[config.mk]
export PLATFORM = sky130hd
export DESIGN_NAME = bit_shifter_flat
export DESIGN_NICKNAME = d
export VERILOG_FILES = /design/src/rtl/bit_shifter_pkg.sv /design/src/rtl/bit_shifter_if.sv /design/src/rtl/bit_shifter_lzd_nibble.sv /design/src/rtl/bit_shifter.sv /design/src/flat_wrapper.sv
export SDC_FILE = /design/constraint.sdc
export NUM_CORES = 1
export LEC_CHECK = 0
export ABC_AREA = 1
export CAP_MARGIN = 20
export CORE_MARGIN = 5
export CORE_UTILIZATION = 43
export DETAILED_ROUTE_END_ITERATION = 7
export PLACE_DENSITY = 0.77
export SKIP_LAST_GASP = 1
export SLEW_MARGIN = 25
export SYNTH_ARGS = -nofsm -noshare
export SYNTH_HDL_FRONTEND = slang
export SYNTH_SLANG_ARGS = --single-unit
[constraint.sdc]
create_clock -name clk -period 0.8 [get_ports clk]
set_input_delay 0.12 -clock clk [delete_from_list [all_inputs] [get_ports clk]]
set_output_delay 0.12 -clock clk [all_outputs]
set_load 0.03 [all_outputs]
[src/rtl/bit_shifter_pkg.sv]
// Shared constants and types for the leading-zero-nibble normalizer.
package bit_shifter_pkg;
  localparam int WIDTH = 40;
  localparam int DIGIT = 4;
  localparam int NDIG  = WIDTH / DIGIT;
  localparam int CW    = 4;

  typedef logic [WIDTH-1:0] data_t;
  typedef logic [CW-1:0]    div_t;
endpackage

[src/rtl/bit_shifter_if.sv]
// Data bus of the normalizer: raw value in, normalized value and nibble shift count out.
// There is no valid/ready pair: the slave samples inval on every rising clock edge and
// presents the result one edge later, so a new value is accepted every cycle.
interface bit_shifter_if;
  import bit_shifter_pkg::*;

  data_t inval;
  data_t outval;
  div_t  outdivider;

  modport master (
    output inval,
    input  outval,
    input  outdivider
  );

  modport slave (
    input  inval,
    output outval,
    output outdivider
  );
endinterface

[src/rtl/bit_shifter_lzd_nibble.sv]
// Combinational leading-zero-nibble detector: counts all-zero nibbles from the MSB down.
module lzd_nibble
  import bit_shifter_pkg::*;
(
  input  data_t inval,
  output div_t  z
);

  // Scanning upward lets the most significant non-zero nibble take priority;
  // an all-zero input keeps the default of NDIG.
  always_comb begin
    z = div_t'(NDIG);
    for (int i = 0; i < NDIG; i++) begin
      if (inval[i*DIGIT +: DIGIT] != '0) begin
        z = div_t'(NDIG - 1 - i);
      end
    end
  end

endmodule

[src/rtl/bit_shifter.sv]
// Registered normalizer: shifts out leading zero nibbles and reports how many were removed.
module bit_shifter
  import bit_shifter_pkg::*;
(
  input  logic            clk,
  input  logic            rst_n,
  bit_shifter_if.slave    bus
);

  div_t  z;
  data_t norm;

  lzd_nibble u_lzd (
    .inval (bus.inval),
    .z     (z)
  );

  // Only zero nibbles leave through the top, so the shift never drops data.
  always_comb begin
    norm = bus.inval << (32'(z) * 32'(DIGIT));
  end

  always_ff @(posedge clk or negedge rst_n) begin
    if (!rst_n) begin
      bus.outval     <= '0;
      bus.outdivider <= '0;
    end else begin
      bus.outval     <= norm;
      bus.outdivider <= z;
    end
  end

endmodule

[src/flat_wrapper.sv]
// flat-port wrapper written by rule: the top's interface ports become plain ports
module bit_shifter_flat import bit_shifter_pkg::*;
  (clk, rst_n, bus_inval, bus_outval, bus_outdivider);
  bit_shifter_if bus_i ();
  input  logic clk;
  input  logic rst_n;
  input wire logic [$bits(bus_i.inval)-1:0] bus_inval;
  output wire logic [$bits(bus_i.outval)-1:0] bus_outval;
  output wire logic [$bits(bus_i.outdivider)-1:0] bus_outdivider;
  assign bus_i.inval = bus_inval;
  assign bus_outval = bus_i.outval;
  assign bus_outdivider = bus_i.outdivider;
  bit_shifter u_core (.clk(clk), .rst_n(rst_n), .bus(bus_i));
endmodule
==> impl_metrics.toml, run 1 <==
[yosys]
syn_avg_cell_area_um2 = 6.68
synth-seq-cells = 44
yosysTopAreaCell = "dfrtp_1"
ys_warn_count = 0
ys_top_cells_by_area = "dfrtp_1 (39%), nand3_1 (23%), nand2_1 (15%)"
ys.flop_type = "dfrtp_1"
synth_top_area_share = 0.391
synthesis.area_mm2 = 0.00282
synth_cell_type_count = 21
syn-num-nets = 464
async_flop_share = 1.00
syn_inst = 422
seq_area_frac_synth = 0.391
synth_edf_count = 0

[status]
first-error = "[ERROR DPL-0038] Utilization greater than 100%, impossible to legalize"
outcome = "aborted with a tool error"
stop_stage = "5_1_grt"

[cts]
numCtsBuffers = 5
root_buffer = "clkbuf_8"
ctsHtreeMaxLevel = 2
cts_buffer_depth = 2
clock-sinks = 44

[global_route]
grt_max_degree = 45

[floorplanning]
die_w_um = 91.0
ios = 86
start_util = 0.444
die_h_um = 91.0
num_rows = 29

[placement]
pre_cts_ws_ns = -1.47
dp.cells = 644
dp_hpwl_um = 8110
port_buffers = 85
gp_congestion = 0.960

[timing]
postGrtWorstEndpoint = "u_core.bus.outval[30]$_DFF_PN0_/D"
endpoint_type = "register data pin"
## through the flow
step | util | hold WS [ns] | cell area [µm²]
after CTS | 0.942 | 0.239 | 5980
after detailed placement | 0.691 | 0.114 | 4390
after global placement | 0.691 | 0.106 | 4390
after floorplan | - | -0.176 | 3030
## cell families after synthesis
logic type / count (synthesis) / share of synthesized area
AO/OA/AOI/OAI: 23 / 0.0409
buffers and inverters: 72 / 0.107
flip-flops: 44 / 0.391
AND/OR/NAND/NOR: 283 / 0.462
## synth_stat cells (2+ instances only)
cell type  number
nand3_1       128
nand2_1       110
dfrtp_1        44
inv_1          44
nor2_1         23
buf_2          12
o21ai_1        12
nand4_1        11
a21oi_1         9
clkbuf_1        7
buf_4           4
inv_2           4
nand2_2         3
and2_1          2
nor2_4          2
o21ai_0         2
## repair_timing
| action | in CTS |
|---|---|
| gates resized for setup | 335 |
| pin swaps | 72 |
| setup buffers | 52 |
| hold endpoints to repair | 44 |
| cloned | 14 |
| hold buffers | 1 |
| endpoints found under the setup margin | 88 |
==> inputs of run 2 (changes only) <==
--- a/config.mk
+++ b/config.mk
@@ -8,9 +8,9 @@
 export ABC_AREA = 1
 export CAP_MARGIN = 20
 export CORE_MARGIN = 5
-export CORE_UTILIZATION = 43
+export CORE_UTILIZATION = 40
 export DETAILED_ROUTE_END_ITERATION = 7
-export PLACE_DENSITY = 0.77
+export PLACE_DENSITY_LB_ADDON = 0.15
 export SKIP_LAST_GASP = 1
 export SLEW_MARGIN = 25
 export SYNTH_ARGS = -nofsm -noshare
==> constraint.sdc (replaced) <==
create_clock -name clk -period 1.05 [get_ports clk]
set_input_delay 0.1575 -clock clk [delete_from_list [all_inputs] [get_ports clk]]
set_output_delay 0.1575 -clock clk [all_outputs]
set_load 0.03 [all_outputs]
==> impl_metrics.toml, run 2 <==
[status]
outcome = "finished, violations left"
violations = "negative setup slack"

[layout]
final_cell_mix = "buf_4 (148), nand3_2 (60), nand3_1 (52)"
largest_reg_flops = 40
mostFrequentLayoutCell = "buf_4"
fin_nets = 684
drive_gt1_frac = 0.684
top_register = "u_core.bus.outval"
area_growth_pct = 127
finalCoreUtilization = 0.938
top_regs = "u_core.bus.outval (40), u_core.bus.outdivider (4)"

[placement]
gp_congestion = 0.924
port_buffers = 85
dp_hpwl_um = 8460
pre_cts_ws_ns = -1.26

[yosys]
syn_avg_cell_area_um2 = 6.68
synth_top_family_by_area = "simple AND/OR/NAND/NOR gates"
synthesis.area_mm2 = 0.00282
synth_compound_area_frac = 0.0409
synth_cell_type_count = 21
synth_top_area_share = 0.391
yosysTopAreaCell = "dfrtp_1"
synth-xor-area-share = 0
ys_top_cells_by_area = "dfrtp_1 (39%), nand3_1 (23%), nand2_1 (15%)"
seq_area_frac_synth = 0.391
synth_edf_count = 0
synth-seq-cells = 44
yosysMostFrequentCell = "nand3_1"
yosys.area_share.adder = 0
syn-num-nets = 464
synth_mux_area_frac = 0
yosys.area_share.simple = 0.462
async_flop_share = 1.00
syn_inst = 422
ys.flop_type = "dfrtp_1"
synth.top_cells.by_count = "nand3_1 (128), nand2_1 (110), dfrtp_1 (44), inv_1 (44), nor2_1 (23)"
ys_warn_count = 0

[detailed_routing]
ant_nets = 0
drt_iter0_markers = 697
drt_pass1_iterations = 7
num_vias = 4735
route.detailed.drc = 0
wl_per_cell_um = 26.6
wirelength_um = 19700
viasPerCell = 6.40

[timing]
fin_ws_ns = -0.859
tightest_slew_ns = 0.460
period_share = 1.82
fmax_mhz = 524
maxSlewHeadroom = 0.693
rsz0062_at_grt = "yes"
fin_crit_ns = 1.91
finalSetupViolCount = 46
hold_viol = 0
slew_violations = 0

[floorplanning]
ios = 86
num_rows = 30
start_util = 0.412
die_w_um = 93.9
die_h_um = 93.9
die_area_mm2 = 0.00882
coreArea_mm2 = 0.00683

[critical_path]
crit_fanout = 7
crit_path_end_kind = "flop"
path_class = "in2reg"
critPathLaunch = "bus_inval[16]"
critPathCapture = "u_core.bus.outval[35]"
crit_arrival_ns = 2.11
crit_required_ns = 1.25
crit_path_start_kind = "primary input"

[cts]
clock-sinks = 44
cts_buffer_depth = 2
tritoncts = "yes"
root_buffer = "clkbuf_8"
cts.clk_slew.worst_paths_ns = 0.10
ctsHtreeMaxLevel = 2
numCtsBuffers = 5

[job]
maxCapViolations = 0

[power_and_ir_drop]
fin_total_pwr_mw = 5.17
intPower_mw = 3.31
pwr-share-clk = 0.277
p_leak_nw = 3.06
switching_share = 0.361
p_comb_frac = 0.368
p_switching_mw = 1.87
share_seq_of_total_power = 0.355
ir_drop_mv = 0.605
cellPowerDensity_mw_per_mm2 = 808

[global_route]
grt_pass1_wl_um = 22700
grtUsageTotal = 0.338
antenna_found_initial = 1
grt_max_degree = 45
grt_pass1_vias = 4343
overflow = 0

[hold_path]
hold_path.class = "in2reg"
run 2: cell counts after synthesis:
Identical to the previous run, type by type.
run 2: how the worst min path moves through the flow:
| stage | start | end | slack, ns | depth (start not counted) |
|---|---|---|---|---|
| global placement | rst_n | u_core.bus.outdivider[2] | 0.14 | 2 |
| detailed placement | rst_n | u_core.bus.outdivider[2] | 0.15 | 2 |
| floorplan | rst_n | u_core.bus.outdivider[0] | -0.14 | 0 |
| CTS | bus_inval[0] | u_core.bus.outval[8] | 0.26 | 4 |
| finish | bus_inval[10] | u_core.bus.outval[34] | 0.25 | 5 |
| global route | bus_inval[10] | u_core.bus.outval[34] | 0.23 | 5 |
run 2: final cells by class:
class	instances	area (µm²)
Clock buffer	5	68.8
Inverter	48	233
Timing Repair Buffer	233	2210
Sequential cell	44	1100
Tap cell	96	120
Fill cell	220	425
Clock inverter	3	46.3
Timing Repair inverter	2	12.5
Multi-Input combinational cell	308	2620
Antenna cell	1	2.50
run 2: layer usage:
layer	track usage	part of all wire
met5	0	0
met3	0.0657	0.12
met4	0.201	0.096
met1	0.403	0.34
met2	0.559	0.44
run 2: power groups by stage:
| stage | sequential (mW) | combinational [mW] | clock, mW |
|---|---|---|---|
| 2_1_floorplan | 2.08 | 0.352 | 0 |
| 3_3_place_gp | 1.86 | 1.27 | 0 |
| 4_1_cts | 1.83 | 1.52 | 1.37 |
| 5_1_grt | 1.85 | 1.95 | 1.49 |
| 3_5_place_dp | 1.86 | 1.28 | 0 |
| 6_report | 1.84 | 1.90 | 1.43 |
run 2: cells by family (layout without fill, tap and decap cells):
kind of cell,after synthesis,in the layout
compound gates,23,23
buf+inv,72,291
flops,44,44
other cells,0,1
simple gates,283,285
run 2: metrics by stage:
| stage | std cells | hold WS (ns) | area [µm²] | TNS (ns) |
|---|---|---|---|---|
| 3_3_place_gp | 670 | 0.142 | 4470 | -47.74 |
| 4_1_cts | 731 | 0.264 | 5700 | -19.07 |
| 2_1_floorplan | 422 | -0.138 | 3030 | -14.83 |
| 3_5_place_dp | 670 | 0.145 | 4470 | -49.05 |
| 5_1_grt | 740 | 0.234 | 6410 | -32.01 |
| 6_report | 740 | 0.245 | 6410 | -31.10 |
run 2: timing repair:
item | 4_1_cts | 5_1_grt
hold buffers | 1 | 0
pin swaps | 67 | 68
cloned | 10 | 0
setup endpoints to repair | 44 | 46
gates resized for setup | 274 | 162
hold endpoints to repair | 44 | 0
buffers inserted | 43 | 12
run 2: worst max-delay path: stages:
cell and delay, ns:
dlygate4sd2_1 0.30, nor4_4 0.30, nand2_2 0.10, nand2_1 0.10, nand2_1 0.07, nand2_2 0.11, nand2_4 0.08, buf_12 0.13
nand2_8 0.14, buf_12 0.18, nand2_4 0.06, nand2_2 0.10, nand2_2 0.10, nand3_2 0.11, nand3_2 0.06
No activity file was read; power rests on OpenSTA's default activity.
